$ cat src/rtl/pwm_multi.sv
// Multi-channel PWM generator: one prescaled sawtooth/triangle counter shared by
// all channels, each channel with a double-buffered duty register.
module pwm_multi #(
    parameter int WIDTH    = 8,
    parameter int CHANNELS = 4,
    parameter int PRESC_W  = 8
) (
    input  logic                      clk,
    input  logic                      rst_n,
    input  logic                      enable,
    input  logic [PRESC_W-1:0]        prescale,
    input  logic                      center_mode,
    input  logic [CHANNELS*WIDTH-1:0] duty,
    input  logic [CHANNELS-1:0]       duty_we,
    output logic [CHANNELS-1:0]       pulse,
    output logic                      period_start
);
    localparam logic [WIDTH-1:0]   MAX    = {WIDTH{1'b1}};
    localparam logic [WIDTH-1:0]   MAX_M1 = {{(WIDTH-1){1'b1}}, 1'b0};
    localparam logic [WIDTH-1:0]   ONE    = {{(WIDTH-1){1'b0}}, 1'b1};
    localparam logic [WIDTH-1:0]   ZERO   = '0;
    localparam logic [PRESC_W-1:0] P_ONE  = {{(PRESC_W-1){1'b0}}, 1'b1};
    localparam logic [PRESC_W-1:0] P_ZERO = '0;

    logic [PRESC_W-1:0]  r_pcnt;
    logic [WIDTH-1:0]    r_cnt;
    logic                r_dir_down;
    logic                r_mode_act;
    logic [WIDTH-1:0]    r_pending [CHANNELS];
    logic [WIDTH-1:0]    r_active  [CHANNELS];
    logic [CHANNELS-1:0] r_pulse;
    logic                r_period_start;

    logic                w_tick;
    logic                w_boundary;
    logic                w_dir_next;
    logic [WIDTH-1:0]    w_cnt_next;
    logic [WIDTH-1:0]    w_duty_next [CHANNELS];
    logic [CHANNELS-1:0] w_level;

    // >= so that lowering prescale below the running count ticks immediately.
    assign w_tick     = enable && (r_pcnt >= prescale);
    assign w_boundary = w_tick && (r_mode_act ? (r_dir_down && (r_cnt == ONE))
                                              : (r_cnt == MAX));

    always_comb begin
        w_cnt_next = r_cnt;
        w_dir_next = r_dir_down;
        if (w_boundary) begin
            w_cnt_next = ZERO;
            w_dir_next = 1'b0;
        end else if (w_tick) begin
            if (r_mode_act && r_dir_down) begin
                w_cnt_next = r_cnt - ONE;
            end else begin
                w_cnt_next = r_cnt + ONE;
                // dir holds the direction of the next step, so it flips on arrival at MAX.
                if (r_mode_act && (r_cnt == MAX_M1)) begin
                    w_dir_next = 1'b1;
                end
            end
        end
    end

    always_comb begin
        w_level = '0;
        for (int i = 0; i < CHANNELS; i++) begin
            w_duty_next[i] = duty_we[i] ? duty[i*WIDTH +: WIDTH] : r_pending[i];
            if (r_active[i] == MAX) begin
                w_level[i] = 1'b1;
            end else begin
                w_level[i] = (r_cnt < r_active[i]);
            end
        end
    end

    always_ff @(posedge clk or negedge rst_n) begin
        if (!rst_n) begin
            r_pcnt         <= P_ZERO;
            r_cnt          <= ZERO;
            r_dir_down     <= 1'b0;
            r_mode_act     <= 1'b0;
            r_pulse        <= '0;
            r_period_start <= 1'b0;
            for (int i = 0; i < CHANNELS; i++) begin
                r_pending[i] <= ZERO;
                r_active[i]  <= ZERO;
            end
        end else if (!enable) begin
            // Stopped: keep the live config tracking so a restart begins cleanly.
            r_pcnt         <= P_ZERO;
            r_cnt          <= ZERO;
            r_dir_down     <= 1'b0;
            r_mode_act     <= center_mode;
            r_pulse        <= '0;
            r_period_start <= 1'b0;
            for (int i = 0; i < CHANNELS; i++) begin
                r_pending[i] <= w_duty_next[i];
                r_active[i]  <= r_pending[i];
            end
        end else begin
            r_pcnt         <= w_tick ? P_ZERO : r_pcnt + P_ONE;
            r_cnt          <= w_cnt_next;
            r_dir_down     <= w_dir_next;
            r_pulse        <= w_level;
            r_period_start <= w_boundary;
            if (w_boundary) begin
                r_mode_act <= center_mode;
            end
            for (int i = 0; i < CHANNELS; i++) begin
                r_pending[i] <= w_duty_next[i];
                if (w_boundary) begin
                    r_active[i] <= w_duty_next[i];
                end
            end
        end
    end

    assign pulse        = r_pulse;
    assign period_start = r_period_start;

endmodule

$ cat config.mk
export PLATFORM = sky130hd
export DESIGN_NAME = pwm_multi
export DESIGN_NICKNAME = d
export VERILOG_FILES = /design/src/rtl/pwm_multi.sv
export SDC_FILE = /design/constraint.sdc
export NUM_CORES = 1
export LEC_CHECK = 0
export ABC_CLOCK_PERIOD_IN_PS = 3700
export BUFFER_PORTS_ARGS = -buffer_cell sky130_fd_sc_hd__buf_2
export CAP_MARGIN = 0
export CORE_ASPECT_RATIO = 0.9
export CORE_UTILIZATION = 40
export CTS_BUF_LIST = sky130_fd_sc_hd__clkbuf_4
export DETAILED_ROUTE_END_ITERATION = 7
export PLACE_DENSITY = 0.68
export SLEW_MARGIN = 30
export SYNTH_ARGS = -nofsm -noshare
export SYNTH_HDL_FRONTEND = slang
export SYNTH_SLANG_ARGS = --single-unit
$ cat constraint.sdc
create_clock -name clk -period 3.7 [get_ports clk]
set_input_delay 0.555 -clock clk [delete_from_list [all_inputs] [get_ports clk]]
set_output_delay 0.555 -clock clk [all_outputs]
set_load 0.03 [all_outputs]
After elaboration in Yosys (flattened, before gate mapping)
Cells that the tools add are included.
{"block": "word_totals", "reg_bits": 87, "out_inout_bits": 5, "elab_cells": 68}
{"block": "classes", "add_sub_neg": 3, "order_cmp": 5, "n_eq_ne": 11, "muxes": 29, "reduce_logical": 6}
{"operator": "$mux W8", "count": 14}
{"operator": "$eq A8 B8 Y1 const B", "count": 6}
{"operator": "$lt A8 B8 Y1", "count": 4}
{"operator": "$mux W32", "count": 1}
{"operator": "$add A8 B1 Y8 const B", "count": 2}
{"operator": "$mux W1", "count": 13}
{"operator": "$eq A8 B1 Y1 const B", "count": 1}
{"operator": "$ge A8 B8 Y1", "count": 1}
{"operator": "$sub A8 B1 Y8 const B", "count": 1}
{"operator": "$ne A3 B1 Y1 const B", "count": 2}
{"operator": "$logic_and A1 B1 Y1", "count": 5}
{"operator": "$mux W4", "count": 1}
{"operator": "$ne A3 B3 Y1 const B", "count": 1}
{"operator": "$reduce_and A3 Y1", "count": 1}
{"operator": "$ne A2 B1 Y1 const B", "count": 1}

Longest topological paths before layout
{"block": "depth", "word_depth": 7, "depth_mapped": 9}

Least setup slack after synthesis
OpenSTA, ideal clock, no wires.
{"block": "synth_path", "path_type": "input-to-reg", "startpoint": "input port prescale[7]", "endpoint": "register r_active[25] (netlist name)", "setup_ns": 0.116, "arrival_time_ns": 2.027, "required_ns": 3.584, "path_slack_ns": 1.557, "stages": 8, "path_buffers": 1, "path_cell_list": "inv_1 -> ha_1 -> and2_1 -> a221oi_1 -> o21a_1 -> nor2_2 -> buf_2 -> o311ai_0"}
{"block": "synth_via", "elab_chain_len": 4}
{"item": "start: declaration", "line": "11", "text": "input logic [PRESC_W-1:0] prescale,"}
{"item": "$ge A8 B8 Y1", "line": "42", "text": "assign w_tick = enable && (r_pcnt >= prescale);"}
{"item": "$logic_and A1 B1 Y1", "line": "42"}
{"item": "$logic_and A1 B1 Y1", "line": "43", "text": "assign w_boundary = w_tick && (r_mode_act ? (r_dir_down && (r_cnt == ONE))"}
{"item": "$ne A2 B1 Y1 (no line)"}
{"item": "end signal: indexed assignment", "line": "99", "text": "r_active[i] <= r_pending[i];"}
{"item": "end signal: indexed assignment", "line": "113", "text": "r_active[i] <= w_duty_next[i];"}
{"item": "end: declaration", "line": "30", "text": "logic [WIDTH-1:0] r_active [CHANNELS];"}
No other way between the ends.
A chain may end at the register's enable or synchronous reset.

Final worst setup path
{"block": "layout_path", "startpoint": "register r_pcnt[5]", "endpoint": "register r_active[3] (netlist name)"}
{"block": "layout_via", "elab_chain_len": 4}
{"item": "start: declaration", "line": "25", "text": "logic [PRESC_W-1:0] r_pcnt;"}
{"item": "start signal: assignment", "line": "102", "text": "r_pcnt <= w_tick ? P_ZERO : r_pcnt + P_ONE;"}
{"item": "$ge A8 B8 Y1", "line": "42"}
{"item": "$logic_and A1 B1 Y1", "line": "42"}
{"item": "$logic_and A1 B1 Y1", "line": "43"}
{"item": "$ne A2 B1 Y1 (no line)"}
No other way between the ends.

==> impl_metrics.yaml <==
routing:
  initialDrtViolationCount: 305
  ant_nets: 0
  avgViaCountPerCell: 5.65
  routedWlPerCell_um: 16.1
  vias: 3804
  firstDrtPassIters: 4
  totalWireLength_um: 10900
  drc_errors: 0
place:
  dp_slack_ps: 638
  place_area_um2: 5210
  numPortBuffers: 52
  dp_hpwl_um: 7500
  gp_congestion: 0.817
  dp.cells: 657
setup_path:
  end_kind: "register"
  crit_slowest_cell: "o21a_1"
  critPathRequiredTime_ps: 4030
  cp.arrival_ps: 3160
  setup.worst_path.class: "reg -> reg"
  cp_top_family: "compound AO/OA/AOI/OAI gates"
  crit_chain: "ha_1, a21o_1, a221oi_1, o21a_1, nor2_2, buf_4, o311ai_0"
  path_buf_inv: 1
  crit_fanout: 20
  cp-start-kind: "register"
  critPathMaxStageDelay_ps: 530
floorplanning:
  num_rows: 37
  ios: 53
  die_area_um2: 12600
  initial_core_util: 0.418
  die_x_um: 118
  core_area_um2: 11600
  die_h_um: 106
run_status:
  status: "finished, final reports clean"
timing:
  fmax_ghz: 0.353
  fin_crit_sh: 0.765
  rsz0062_at_grt: "false"
  tightestPinTransition_ps: 788
  setup_ws_ps: 868
  finalClockSkew_ps: 10.7
  fin_tns_setup_ps: 0
  slew_headroom: 0.475
  finalHoldViolations: 0
  slew_viol_final: 0
  period_minus_slack_ps: 2830
  fin_hold_ws_ps: 148
  final-setup-viol-count: 0
min_path:
  min_path_type: "in -> async"
yosys:
  ys_types: 47
  synthArstFlopShare: 1.00
  syn_area_um2: 4850
  synthCells: 472
  synth_edf_count: 0
  ys.flop_type: "dfrtp_1"
  ys_ff_latch: 87
  syn-num-nets: 561
  yosysSeqAreaShare: 0.449
  avgSynthCellArea_um2: 10.3
  synth_warnings: 0
global_route:
  grt_pass1_wl_um: 18400
  grt_max_degree: 88
  grt_remaining_overflow: 0
  grt_pass1_vias: 3768
  antenna_found_initial: 0
  grtUsageTotal: 0.185
cts:
  htreeDepth: 3
  cts_tree: "yes"
  cts_hold_buf: 0
  cts.clk_slew.worst_paths_ps: 140
  cts_buffers: 9
  cts_resized: 0
  root_buffer: "clkbuf_4"
  cts.path.max_buffers: 2
  clk_latency_ps: 450
  clock_sinks: 87
  cts_setup_buffers: 0
power_and_ir_drop:
  power_mw: 1.91
  p_leak_nw: 2.45
  ir_drop_v: 0.000256
  power_density_nw_per_um2: 357
finish:
  seq_area_um2: 2180
  fin_area_um2: 5350
  layout-area-overhead-vs-synth_pct: 10.2
  final_core_util: 0.460
  final_layout_size_suffix_gt1_frac: 0.207
  finalNetCount: 601
  antenna_cells: 0
  n_fill_cell: 1096
  finalNonFillerCells: 673
  multi_input_area_um2: 2360
flow_run:
  cap_violations: 0
state kept, by name, summed over array words and instances, names as in the netlist:
signal / count
r_active: 32
r_mode_act: 1
r_dir_down: 1
r_cnt: 8
r_pending: 32
r_pcnt: 8
period_start: 1
pulse: 4
power by group:
part,total [mW],switching (mW),internal (mW)
sequential,1.09,0.0528,1.03
clock,0.540,0.329,0.211
combinational,0.284,0.161,0.123
total,1.91,0.543,1.37
path summary, 6_finish.rpt:
kind / start / to / slack, ps / depth (start not counted)
worst max-delay path: r_pcnt[5]$_DFF_PN0_ / r_active[3]$_DFFE_PN0N_ / 870 / 7
worst min-delay path: rst_n / r_pending[17]$_DFF_PN0_ / 150 / 1
worst max register to register: r_pcnt[5]$_DFF_PN0_ / r_active[3]$_DFFE_PN0N_ / 870 / 7
worst min register to register: r_pending[5]$_DFF_PN0_ / r_active[5]$_DFFE_PN0N_ / 510 / 2
max in group asynchronous: rst_n / r_pending[11]$_DFF_PN0_ / 3020 / 1
min in group clk: center_mode / r_mode_act$_DFFE_PN0N_ / 330 / 2
layout by cell type (no fill, tap or decap), drive strengths merged, types with 5 or more instances in the layout:
| cell | instances |
|---|---|
| a211oi | 6 |
| a21o | 8 |
| a21oi | 11 |
| buf | 58 |
| clkbuf | 10 |
| dfrtp | 87 |
| ha | 41 |
| inv | 44 |
| mux2 | 29 |
| nand2 | 44 |
| nand2b | 5 |
| nand3 | 12 |
| nand4 | 40 |
| nor2 | 14 |
| o2111ai | 5 |
| o21ai | 13 |
| o221ai | 5 |
| o311ai | 28 |
| or4 | 5 |
final cells by class:
type                       instances  share of cell area
timing repair buffer              58              0.0583
tap                              156              0.0365
clock inverter                     6              0.0115
clock buffer                      10              0.0140
sequential                        87               0.407
inverter                          44              0.0309
multi-input combinational        312               0.442
logic make-up after synthesis:
| family | count (synthesis) | synth area share |
|---|---|---|
| AO/OA/AOI/OAI | 98 | 0.153 |
| buffers and inverters | 73 | 0.0652 |
| multiplexers | 29 | 0.0673 |
| AND/OR/NAND/NOR | 137 | 0.147 |
| adder cells (fa/ha/maj) | 41 | 0.106 |
| XOR/XNOR | 7 | 0.0126 |
| flip-flops | 87 | 0.449 |
cells in the mapped netlist (all sizes together) (3+ instances only):
cell type / number / area (um^2)
a21o: 8 / 60.1
o21ai: 13 / 68.8
clkbuf: 14 / 52.6
o311ai: 28 / 245
xnor2: 3 / 26.3
nand2: 44 / 165
a211oi: 6 / 45.0
nand2b: 5 / 31.3
or4: 5 / 37.5
and3: 4 / 25.0
a31oi: 3 / 18.8
ha: 41 / 513
mux2: 29 / 327
o221ai: 5 / 43.8
dfrtp: 87 / 2180
nor3: 3 / 20.0
nand4: 40 / 250
inv: 44 / 165
o2111ai: 5 / 43.8
nor2: 14 / 55.1
xor2: 4 / 35.0
a32o: 3 / 30.0
o22a: 3 / 26.3
buf: 15 / 98.8
or3: 3 / 18.8
nand3: 12 / 60.1
a21oi: 11 / 55.1
worst reg2reg max path, stage by stage (launching register included):
cell,delay [ps]
dfrtp_1,450
ha_1,310
a21o_1,190
a221oi_1,360
o21a_1,530
nor2_2,230
buf_4,260
o311ai_0,360
layer usage:
layer,GRT usage,share of wire,wire (um),vias up
li1,-,-,-,1839
met1,0.252,0.47,5060,1841
met4,0.0549,0.012,125,0
met3,0.0376,0.055,597,13
met5,0,0,0,-
met2,0.296,0.47,5060,111
Power figures use the tool's default switching activity.
